`src/rtl/fifo_arb_pkg.sv`:
```
// Shared types and helpers for the FIFO write-port arbiter.
// Optional statistics counters are enabled with FIFO_ARB_STATS_EN.
package fifo_arb_pkg;

   typedef enum logic {
      ARB_IDLE,
      ARB_LOCKED
   } arb_state_t;

   function automatic int unsigned wrap_inc(
      input int unsigned ptr,
      input int unsigned n
   );
      return (ptr + 1 >= n) ? 0 : ptr + 1;
   endfunction

endpackage

```
`src/rtl/fifo_write_arbiter_rr_priority_select.sv`:
```
// Find-first-set search over a request vector, starting at a rotating pointer.
module rr_priority_select #(
   parameter int N = 4
) (
   input  logic [N-1:0]         req,
   input  logic [$clog2(N)-1:0] ptr,
   output logic                 found,
   output logic [$clog2(N)-1:0] idx
);

   localparam int IW = $clog2(N);

   logic [N-1:0]  rot;
   logic [IW-1:0] off;
   logic [IW:0]   sum;

   always_comb begin
      // rot[0] corresponds to req[ptr]
      rot = (req >> ptr) | (req << (N - int'(ptr)));
      found = |rot;
      off = '0;
      for (int k = N - 1; k >= 0; k--) begin
         if (rot[k]) off = IW'(k);
      end
      sum = {1'b0, ptr} + {1'b0, off};
      if (sum >= (IW + 1)'(N)) sum = sum - (IW + 1)'(N);
      idx = sum[IW-1:0];
   end

endmodule

```
`src/rtl/fifo_write_arbiter.sv`:
```
// Round-robin, burst-locked arbiter sharing one FIFO write port.
// Define FIFO_ARB_STATS_EN to add per-requester accepted-beat counters.
module fifo_write_arbiter
   import fifo_arb_pkg::*;
#(
   parameter int N_REQ     = 4,
   parameter int WIDTH     = 32,
   parameter int MAX_BURST = 4,
   parameter int CNT_WIDTH = 16
) (
   input  logic                            clk,
   input  logic                            arst_in,
   input  logic [N_REQ-1:0][WIDTH-1:0]     req_data,
   input  logic [N_REQ-1:0]                req_valid,
   output logic [N_REQ-1:0]                req_ready,
   output logic [WIDTH-1:0]                fifo_din,
   output logic                            fifo_input_valid,
   input  logic                            fifo_input_ready,
   output logic [$clog2(N_REQ)-1:0]        grant_id,
`ifdef FIFO_ARB_STATS_EN
   input  logic                            stat_clear,
   output logic [N_REQ-1:0][CNT_WIDTH-1:0] stat_count,
`endif
   output logic                            busy
);

   localparam int IW = $clog2(N_REQ);
   localparam int BW = $clog2(MAX_BURST + 1);

   if (N_REQ < 2 || MAX_BURST < 1 || CNT_WIDTH < 1) begin : g_param_chk
      $error("fifo_write_arbiter: illegal parameter set");
   end

   arb_state_t    state_q, state_d;
   logic [IW-1:0] owner_q, owner_d;
   logic [IW-1:0] rr_ptr_q, rr_ptr_d;
   logic [BW-1:0] beats_q, beats_d;
   logic [BW-1:0] beats_inc;

   logic          sel_found;
   logic [IW-1:0] sel_idx;
   logic          xfer;

   rr_priority_select #(
      .N (N_REQ)
   ) u_sel (
      .req   (req_valid),
      .ptr   (rr_ptr_q),
      .found (sel_found),
      .idx   (sel_idx)
   );

   // Outputs are forced quiet while reset is asserted
   always_comb begin
      grant_id = '0;
      if (state_q == ARB_LOCKED) grant_id = owner_q;
      else if (sel_found) grant_id = sel_idx;
      if (arst_in) grant_id = '0;
      fifo_din = req_data[grant_id];
      fifo_input_valid = !arst_in && req_valid[grant_id];
      req_ready = '0;
      if (fifo_input_ready && !arst_in) begin
         req_ready = {{(N_REQ - 1){1'b0}}, 1'b1} << grant_id;
      end
      xfer = fifo_input_valid && fifo_input_ready;
      busy = (state_q == ARB_LOCKED) || (|req_valid);
   end

   always_comb begin
      state_d = state_q;
      owner_d = owner_q;
      rr_ptr_d = rr_ptr_q;
      beats_d = beats_q;
      beats_inc = beats_q + BW'(1);
      unique case (state_q)
         ARB_IDLE: begin
            if (sel_found) begin
               if (xfer && MAX_BURST == 1) begin
                  rr_ptr_d = IW'(wrap_inc(32'(sel_idx), N_REQ));
               end else begin
                  state_d = ARB_LOCKED;
                  owner_d = sel_idx;
                  beats_d = xfer ? BW'(1) : '0;
               end
            end
         end
         ARB_LOCKED: begin
            if (!req_valid[owner_q]) begin
               state_d = ARB_IDLE;
               rr_ptr_d = IW'(wrap_inc(32'(owner_q), N_REQ));
               beats_d = '0;
            end else if (xfer) begin
               if (beats_inc == BW'(MAX_BURST)) begin
                  state_d = ARB_IDLE;
                  rr_ptr_d = IW'(wrap_inc(32'(owner_q), N_REQ));
                  beats_d = '0;
               end else begin
                  beats_d = beats_inc;
               end
            end
         end
         default: state_d = ARB_IDLE;
      endcase
   end

   always_ff @(posedge clk or posedge arst_in) begin
      if (arst_in) begin
         state_q <= ARB_IDLE;
         owner_q <= '0;
         rr_ptr_q <= '0;
         beats_q <= '0;
      end else begin
         state_q <= state_d;
         owner_q <= owner_d;
         rr_ptr_q <= rr_ptr_d;
         beats_q <= beats_d;
      end
   end

`ifdef FIFO_ARB_STATS_EN
   logic [N_REQ-1:0][CNT_WIDTH-1:0] cnt_q, cnt_d;

   // Clear has priority; counters saturate at all-ones
   always_comb begin
      cnt_d = cnt_q;
      for (int i = 0; i < N_REQ; i++) begin
         if (stat_clear) begin
            cnt_d[i] = '0;
         end else if (xfer && grant_id == IW'(i) && cnt_q[i] != '1) begin
            cnt_d[i] = cnt_q[i] + CNT_WIDTH'(1);
         end
      end
   end

   always_ff @(posedge clk or posedge arst_in) begin
      if (arst_in) cnt_q <= '0;
      else cnt_q <= cnt_d;
   end

   assign stat_count = cnt_q;
`endif

endmodule

```
`config.mk`:
```
export PLATFORM = sky130hd
export DESIGN_NAME = fifo_write_arbiter
export DESIGN_NICKNAME = d
export VERILOG_FILES = /design/src/rtl/fifo_arb_pkg.sv /design/src/rtl/fifo_write_arbiter_rr_priority_select.sv /design/src/rtl/fifo_write_arbiter.sv
export SDC_FILE = /design/constraint.sdc
export NUM_CORES = 1
export LEC_CHECK = 0
export BUFFER_PORTS_ARGS = -buffer_cell sky130_fd_sc_hd__buf_2
export CELL_PAD_IN_SITES_DETAIL_PLACEMENT = 0
export CELL_PAD_IN_SITES_GLOBAL_PLACEMENT = 2
export CORE_MARGIN = 4
export CORE_UTILIZATION = 15
export CTS_CLUSTER_SIZE = 30
export DETAILED_ROUTE_END_ITERATION = 16
export GPL_TIMING_DRIVEN = 0
export PLACE_DENSITY = 0.79
export REMOVE_ABC_BUFFERS = 1
export SYNTH_ARGS = -nofsm -noshare
export SYNTH_HDL_FRONTEND = slang
export SYNTH_SLANG_ARGS = --single-unit
```
`constraint.sdc`:
```
create_clock -name clk -period 4.2 [get_ports clk]
set_clock_uncertainty 0.2 [all_clocks]
set_input_delay 0.84 -clock clk [delete_from_list [all_inputs] [get_ports clk]]
set_output_delay 0.84 -clock clk [all_outputs]
set_load 0.02 [all_outputs]
```
# Word level (Yosys, flattened, before mapping)
# Cells that the tools add are included.
totals:
  input_bits: 135
  regBits: 8
  word_cells: 63
classes:
  n_lt_le_gt_ge: 4
  n_reduce_logical: 10
  n_eq_ne: 5
  bitwise_logic: 2
  shift: 3
  muxes: 30
  add_sub_neg: 5
op_table:
  columns: ["operator", "n"]
  rows:
  - ["binary-select mux 32 bit (select 2 bit)", 1]
  - ["two-way mux 32 bit", 1]
  - ["<< shifter 4 x 32 -> 4 bit", 1]
  - ["two-way mux 2 bit", 12]
  - ["two-way mux 3 bit", 4]
  - ["OR reduction 4 bit", 2]
  - ["two-way mux 1 bit", 7]
  - [">= comparator 3 bit, second input constant", 2]
  - ["less-than comparator 2 x 3 -> 1 bit, second input constant", 2]
  - ["one-hot mux 3 bit (2 select lines)", 1]
  - ["binary-select mux 1 bit (select 2 bit)", 2]
  - ["two-way mux 4 bit", 1]
  - ["inequality test 2 bit, second input constant", 2]
  - ["bitwise OR 4 bit", 1]
  - ["AND reduction 2 bit", 2]
  - ["<< shifter 1 x 2 -> 4 bit, first input constant", 1]
  - ["right shift 4 x 2 -> 4 bit", 1]
  - ["subtractor 3 x 2 -> 4 bit, first input constant", 1]
  - ["adder 2 x 1 -> 3 bit, second input constant", 1]
  - ["adder 2 x 2 -> 3 bit", 1]
  - ["adder 3 x 1 -> 3 bit, second input constant", 1]
  - ["equality test 3 bit, second input constant", 1]
  - ["logical AND 1 bit", 3]
  - ["inequality test 3 bit, second input constant", 1]
  - ["other kinds (7)", 7]

# Longest topological paths before layout
depth:
  depth_word: 20
  depth_mapped: 17

# By module
# From an unflattened synthesis, not the netlist that was laid out.
hier_totals:
  hier_cells: 259
  hier_area_um2: 1756.7
modules_own_cells:
  columns: ["mod", "cells_per_inst", "area_each_um2", "n_inst"]
  rows:
  - ["fifo_write_arbiter", 224, 1517.7, 1]
  - ["rr_priority_select", 35, 239.0, 1]

# Least setup slack after synthesis
# OpenSTA, ideal clock, no wires.
synth_timing:
  kind: "flip-flop to output port"
  start: "reg rr_ptr_q[0]"
  end: "out fifo_din[24]"
  setup_slack_ns: -0.473
  path_buffers: 3
  path_stages_with_launch: 17
  arrival_time_ns: 3.633
  cell_sequence: "dfrtp_1 > buf_4 > inv_1 > ha_1 > mux2i_1 > nor2_1 > mux2i_1 > o221ai_1 > and3b_1 > ha_1 > xnor2_1 > nor2_1 > o31a_1 > buf_4 > buf_1 > mux2i_1 > o21ai_0"
synth_between:
  elab_chain_cells: 15
  elab_cells_between_ends: 18
  classes_between: "add/sub: 3; order compare: 1; shift: 2; mux: 10; bitwise: 1; reduce/logical: 1"
synth_rtl:
  columns: ["element", "line_no", "text"]
  rows:
  - ["start, declared", "fifo_write_arbiter.sv:36", "logic [IW-1:0] rr_ptr_q, rr_ptr_d;"]
  - ["start signal, assigned", "fifo_write_arbiter.sv:115", "rr_ptr_q <= rr_ptr_d;"]
  - ["subtractor 3 x 2 -> 4 bit", "fifo_write_arbiter_rr_priority_select.sv:19", "rot = (req >> ptr) | (req << (N - int'(ptr)));"]
  - ["<< shifter 4 x 32 -> 4 bit", "fifo_write_arbiter_rr_priority_select.sv:19", null]
  - ["bitwise OR 4 bit", "fifo_write_arbiter_rr_priority_select.sv:19", null]
  - ["two-way mux 2 bit (4 in a row)", "fifo_write_arbiter_rr_priority_select.sv:23", "if (rot[k]) off = IW'(k);"]
  - ["adder 2 x 2 -> 3 bit", "fifo_write_arbiter_rr_priority_select.sv:25", "sum = {1'b0, ptr} + {1'b0, off};"]
  - [">= comparator 3 bit / subtractor 2 x 1 -> 2 bit (equally long branches)", "fifo_write_arbiter_rr_priority_select.sv:26", "if (sum >= (IW + 1)'(N)) sum = sum - (IW + 1)'(N);"]
  - ["two-way mux 2 bit", "fifo_write_arbiter_rr_priority_select.sv:26", null]
  - ["two-way mux 2 bit *", "fifo_write_arbiter.sv:57", "else if (sel_found) grant_id = sel_idx;"]
  - ["two-way mux 2 bit *", "fifo_write_arbiter.sv:56", "if (state_q == ARB_LOCKED) grant_id = owner_q;"]
  - ["two-way mux 2 bit *", "fifo_write_arbiter.sv:58", "if (arst_in) grant_id = '0;"]
  - ["binary-select mux 32 bit (select 2 bit) *", "fifo_write_arbiter.sv:59", "fifo_din = req_data[grant_id];"]
  - ["two-way mux 32 bit (implied by the code) *", "fifo_write_arbiter.sv:59", null]
  - ["end, declared", "fifo_write_arbiter.sv:16", "output logic [WIDTH-1:0] fifo_din,"]
# Mark *: on every way between the ends. The rest lies on a longest branch, timed or not. The select of a mux whose other input is x is not followed.

# Worst setup path after layout
layout_timing:
  start: "in req_valid[1]"
  end: "out fifo_din[3]"
layout_between:
  elab_chain_cells: 14
  elab_cells_between_ends: 17
  classes_between: "add/sub: 2; order compare: 1; shift: 2; mux: 10; bitwise: 1; reduce/logical: 1"
layout_rtl:
  columns: ["element", "line_no", "text"]
  rows:
  - ["start, declared", "fifo_write_arbiter.sv:14", "input logic [N_REQ-1:0] req_valid,"]
  - ["<< shifter 4 x 32 -> 4 bit / right shift 4 x 2 -> 4 bit (equally long branches)", "fifo_write_arbiter_rr_priority_select.sv:19", null]
  - ["bitwise OR 4 bit *", "fifo_write_arbiter_rr_priority_select.sv:19", null]
  - ["two-way mux 2 bit (4 in a row)", "fifo_write_arbiter_rr_priority_select.sv:23", null]
  - ["adder 2 x 2 -> 3 bit", "fifo_write_arbiter_rr_priority_select.sv:25", null]
  - [">= comparator 3 bit / subtractor 2 x 1 -> 2 bit (equally long branches)", "fifo_write_arbiter_rr_priority_select.sv:26", null]
  - ["two-way mux 2 bit", "fifo_write_arbiter_rr_priority_select.sv:26", null]
  - ["two-way mux 2 bit *", "fifo_write_arbiter.sv:57", null]
  - ["two-way mux 2 bit *", "fifo_write_arbiter.sv:56", null]
  - ["two-way mux 2 bit *", "fifo_write_arbiter.sv:58", null]
  - ["binary-select mux 32 bit (select 2 bit) *", "fifo_write_arbiter.sv:59", null]
  - ["two-way mux 32 bit (implied by the code) *", "fifo_write_arbiter.sv:59", null]
# Marks and branches as above.

==> reports/metrics.yaml <==
cts-root-buf: "clkbuf_8"
r2r-end: "rr_ptr_q[1]"
final_net_count: 548
async_flop_share: 1.000
setup_viol: 36
fin_crit_sh: 1.089
critical_path_class: "input pin to output pin"
cts_buffer_depth: 2
yosys-top-cells-area: "mux2i_1, a22oi_1, dfrtp_1"
p_per_area_nw_per_um2: 972.7
hp-class: "register to register"
ys.flop_type: "dfrtp_1"
ys_seq_elements: 8
rsz0062_at_grt: "true"
setup_ws_ns: -0.3728
synth_common_cells: "o21ai_0, mux2i_1, a22oi_1, nand2_1"
coreArea_um2: 10890
cp-start-kind: "input pin"
worstPathRequired_ns: 3.16
grt_pass1_wl_mm: 13.80
synth_largest_area_cell: "mux2i_1"
p_total_mw: 3.282
final-max-slew-violation-count: 0
fin_util: 0.3099
holdPathStages: 2
drive_above_1_share: 0.6256
postRouteAntennaNets: 0
gp_congestion: 0.7849
drc: 0
reg2regPathDepth: 19
grt_pass1_vias: 2690
maxCapViolations: 0
clk_latency_ns: 0.23
reg2reg_from: "rr_ptr_q[1]"
start_util: 0.1543
max_slew_margin: 0.6310
syn_area_per_cell_um2: 7.708
drt_pre_antenna_iters: 4
crit_fanout: 8
rows: 38
max_freq_mhz: 218.7
die_h_um: 113.8
fin_cells: 546
yosysUniqueCellTypes: 49
crit_arrival_ns: 3.53
cts_buffers: 3
yosysWarnings: 0
synth_top_area_frac: 0.2085
leakagePower_nw: 1.684
vias: 2562
dr.first_iter.drc_count: 114
tightest_slew_ns: 0.5530
grt_max_degree: 35
grt_overflow: 0
cts_tree: "yes"
dpl.cell_count: 519
fp.dieArea_um2: 12960
hold_viol: 0
whs_endpoint: "beats_q[2]"
synth-edff-count: 0
violations: "negative setup slack"
synth_cells: 218
pin_count: 175
status: "finished, violations left"
fp.dieW_um: 113.8
hpwl_mm: 6.475
syn_area_um2: 1680
numPortBuffers: 174
diodes: 0
r2r_slack_ns: 0.11
htree_levels: 1
synth.yosys.seq_area_share: 0.1191
peakVddDrop_uv: 830.3
wl_mm: 9.401
grt_use_total: 0.1321
min_from: "beats_q[2]"
min_period_ns: 4.573
vias_per_cell: 4.692
antenna_found_initial: 0
hold_buffers: 0
area_growth_pct: 100.8
cp-end-kind: "output pin"
yosys.cell_count.top_type: "o21ai_0"
clkSinkCount: 8
clkTransAtPathRegs_ns: 0.04
post_drt_wl_per_cell_um: 17.22
[layout by cell type, fill, tap and decap left out, drive strengths merged, types with 2 or more instances in the layout]
master	instances
nand3	2
buf	197
inv	8
a32o	2
o32ai	2
o22ai	2
mux2	2
and2	3
nor3	4
nor2	10
a21oi	4
clkbuf	4
mux2i	35
a21o	3
o21ai	38
a22oi	32
ha	5
nor2b	2
nand2	17
and3b	3
dfrtp	8
and3	2
[logic make-up (layout without fill, tap and decap cells)]
group | after synthesis | count (layout) | synth area share
fa+ha+maj | 5 | 5 | 0.03723
compound gates | 92 | 92 | 0.3775
xor+xnor | 2 | 2 | 0.01043
buf+inv | 24 | 211 | 0.06180
simple gates | 49 | 50 | 0.1586
mux | 38 | 38 | 0.2353
flops | 8 | 8 | 0.1191
[per-stage QoR]
| stage | hold slack (ns) | setup TNS (ns) | setup slack [ns] | cell area (um^2) |
|---|---|---|---|---|
| floorplan | 0.3070 | -69.14 | -1.932 | 1610 |
| global placement | 0.3359 | -137.19 | -3.901 | 2656 |
| detailed placement | 0.3642 | -42.54 | -1.187 | 2716 |
| CTS | 0.3733 | -15.10 | -0.4999 | 3249 |
| global route | 0.3978 | -15.68 | -0.4951 | 3374 |
| finish | 0.3644 | -11.42 | -0.3728 | 3374 |
[power breakdown]
part	total [mW]	switching, mW	internal (mW)
logic	3.03	1.61	1.42
registers	0.161	0.0509	0.110
clock network	0.0913	0.0293	0.0620
[layout make-up]
| class | count | area [um^2] |
|---|---|---|
| clock buffer | 3 | 41.29 |
| fill | 1181 | 7513 |
| inverter | 9 | 41.29 |
| multi-input combinational | 187 | 1639 |
| sequential | 8 | 202.7 |
| tap | 140 | 175.2 |
| timing repair buffer | 199 | 1275 |
[worst max-delay path, cell delays in order]
cell	delay, ns
buf_8	0.11
nor2b_4	0.13
a32o_2	0.24
mux2i_1	0.14
o221ai_1	0.11
and3b_1	0.21
ha_4	0.18
xnor2_4	0.13
and3b_4	0.21
o31a_4	0.31
buf_12	0.13
o21ai_4	0.18
buf_6	0.16
buf_16	0.13
a22oi_1	0.06
o21ai_0	0.07
buf_2	0.19
[flip-flops by register name, summed over array words and instances (netlist names)]
| name | count |
|---|---|
| rr_ptr_q | 2 |
| beats_q | 3 |
| state_q | 1 |
| owner_q | 2 |
[how the worst max path moves through the flow]
stage,start,to,cells after the start
4_1_cts,rr_ptr_q[0],fifo_din[28],19
3_3_place_gp,rr_ptr_q[0],fifo_din[24],15
3_5_place_dp,rr_ptr_q[0],fifo_din[24],17
2_1_floorplan,rr_ptr_q[0],fifo_din[0],14
6_report,req_valid[1],fifo_din[3],17
5_1_grt,rr_ptr_q[1],fifo_din[28],18
[metal layers]
metal | global-route usage | share of wire | up-vias | wire [um]
met5 | 0 | 0 | - | 0
met4 | 0.02138 | 0.0082 | 0 | 77
met3 | 0.01804 | 0.085 | 8 | 803
met2 | 0.2470 | 0.52 | 135 | 4854
met1 | 0.1629 | 0.39 | 1193 | 3666
li1 | - | - | 1226 | -
[what timing repair did]
item                                    4_1_cts  5_1_grt
pin swaps                                    12       16
gates resized for setup                      65       51
gates cloned                                  5        0
buffers inserted                             18        5
endpoints found under the setup margin       44       41
Power figures use the tool's default switching activity.
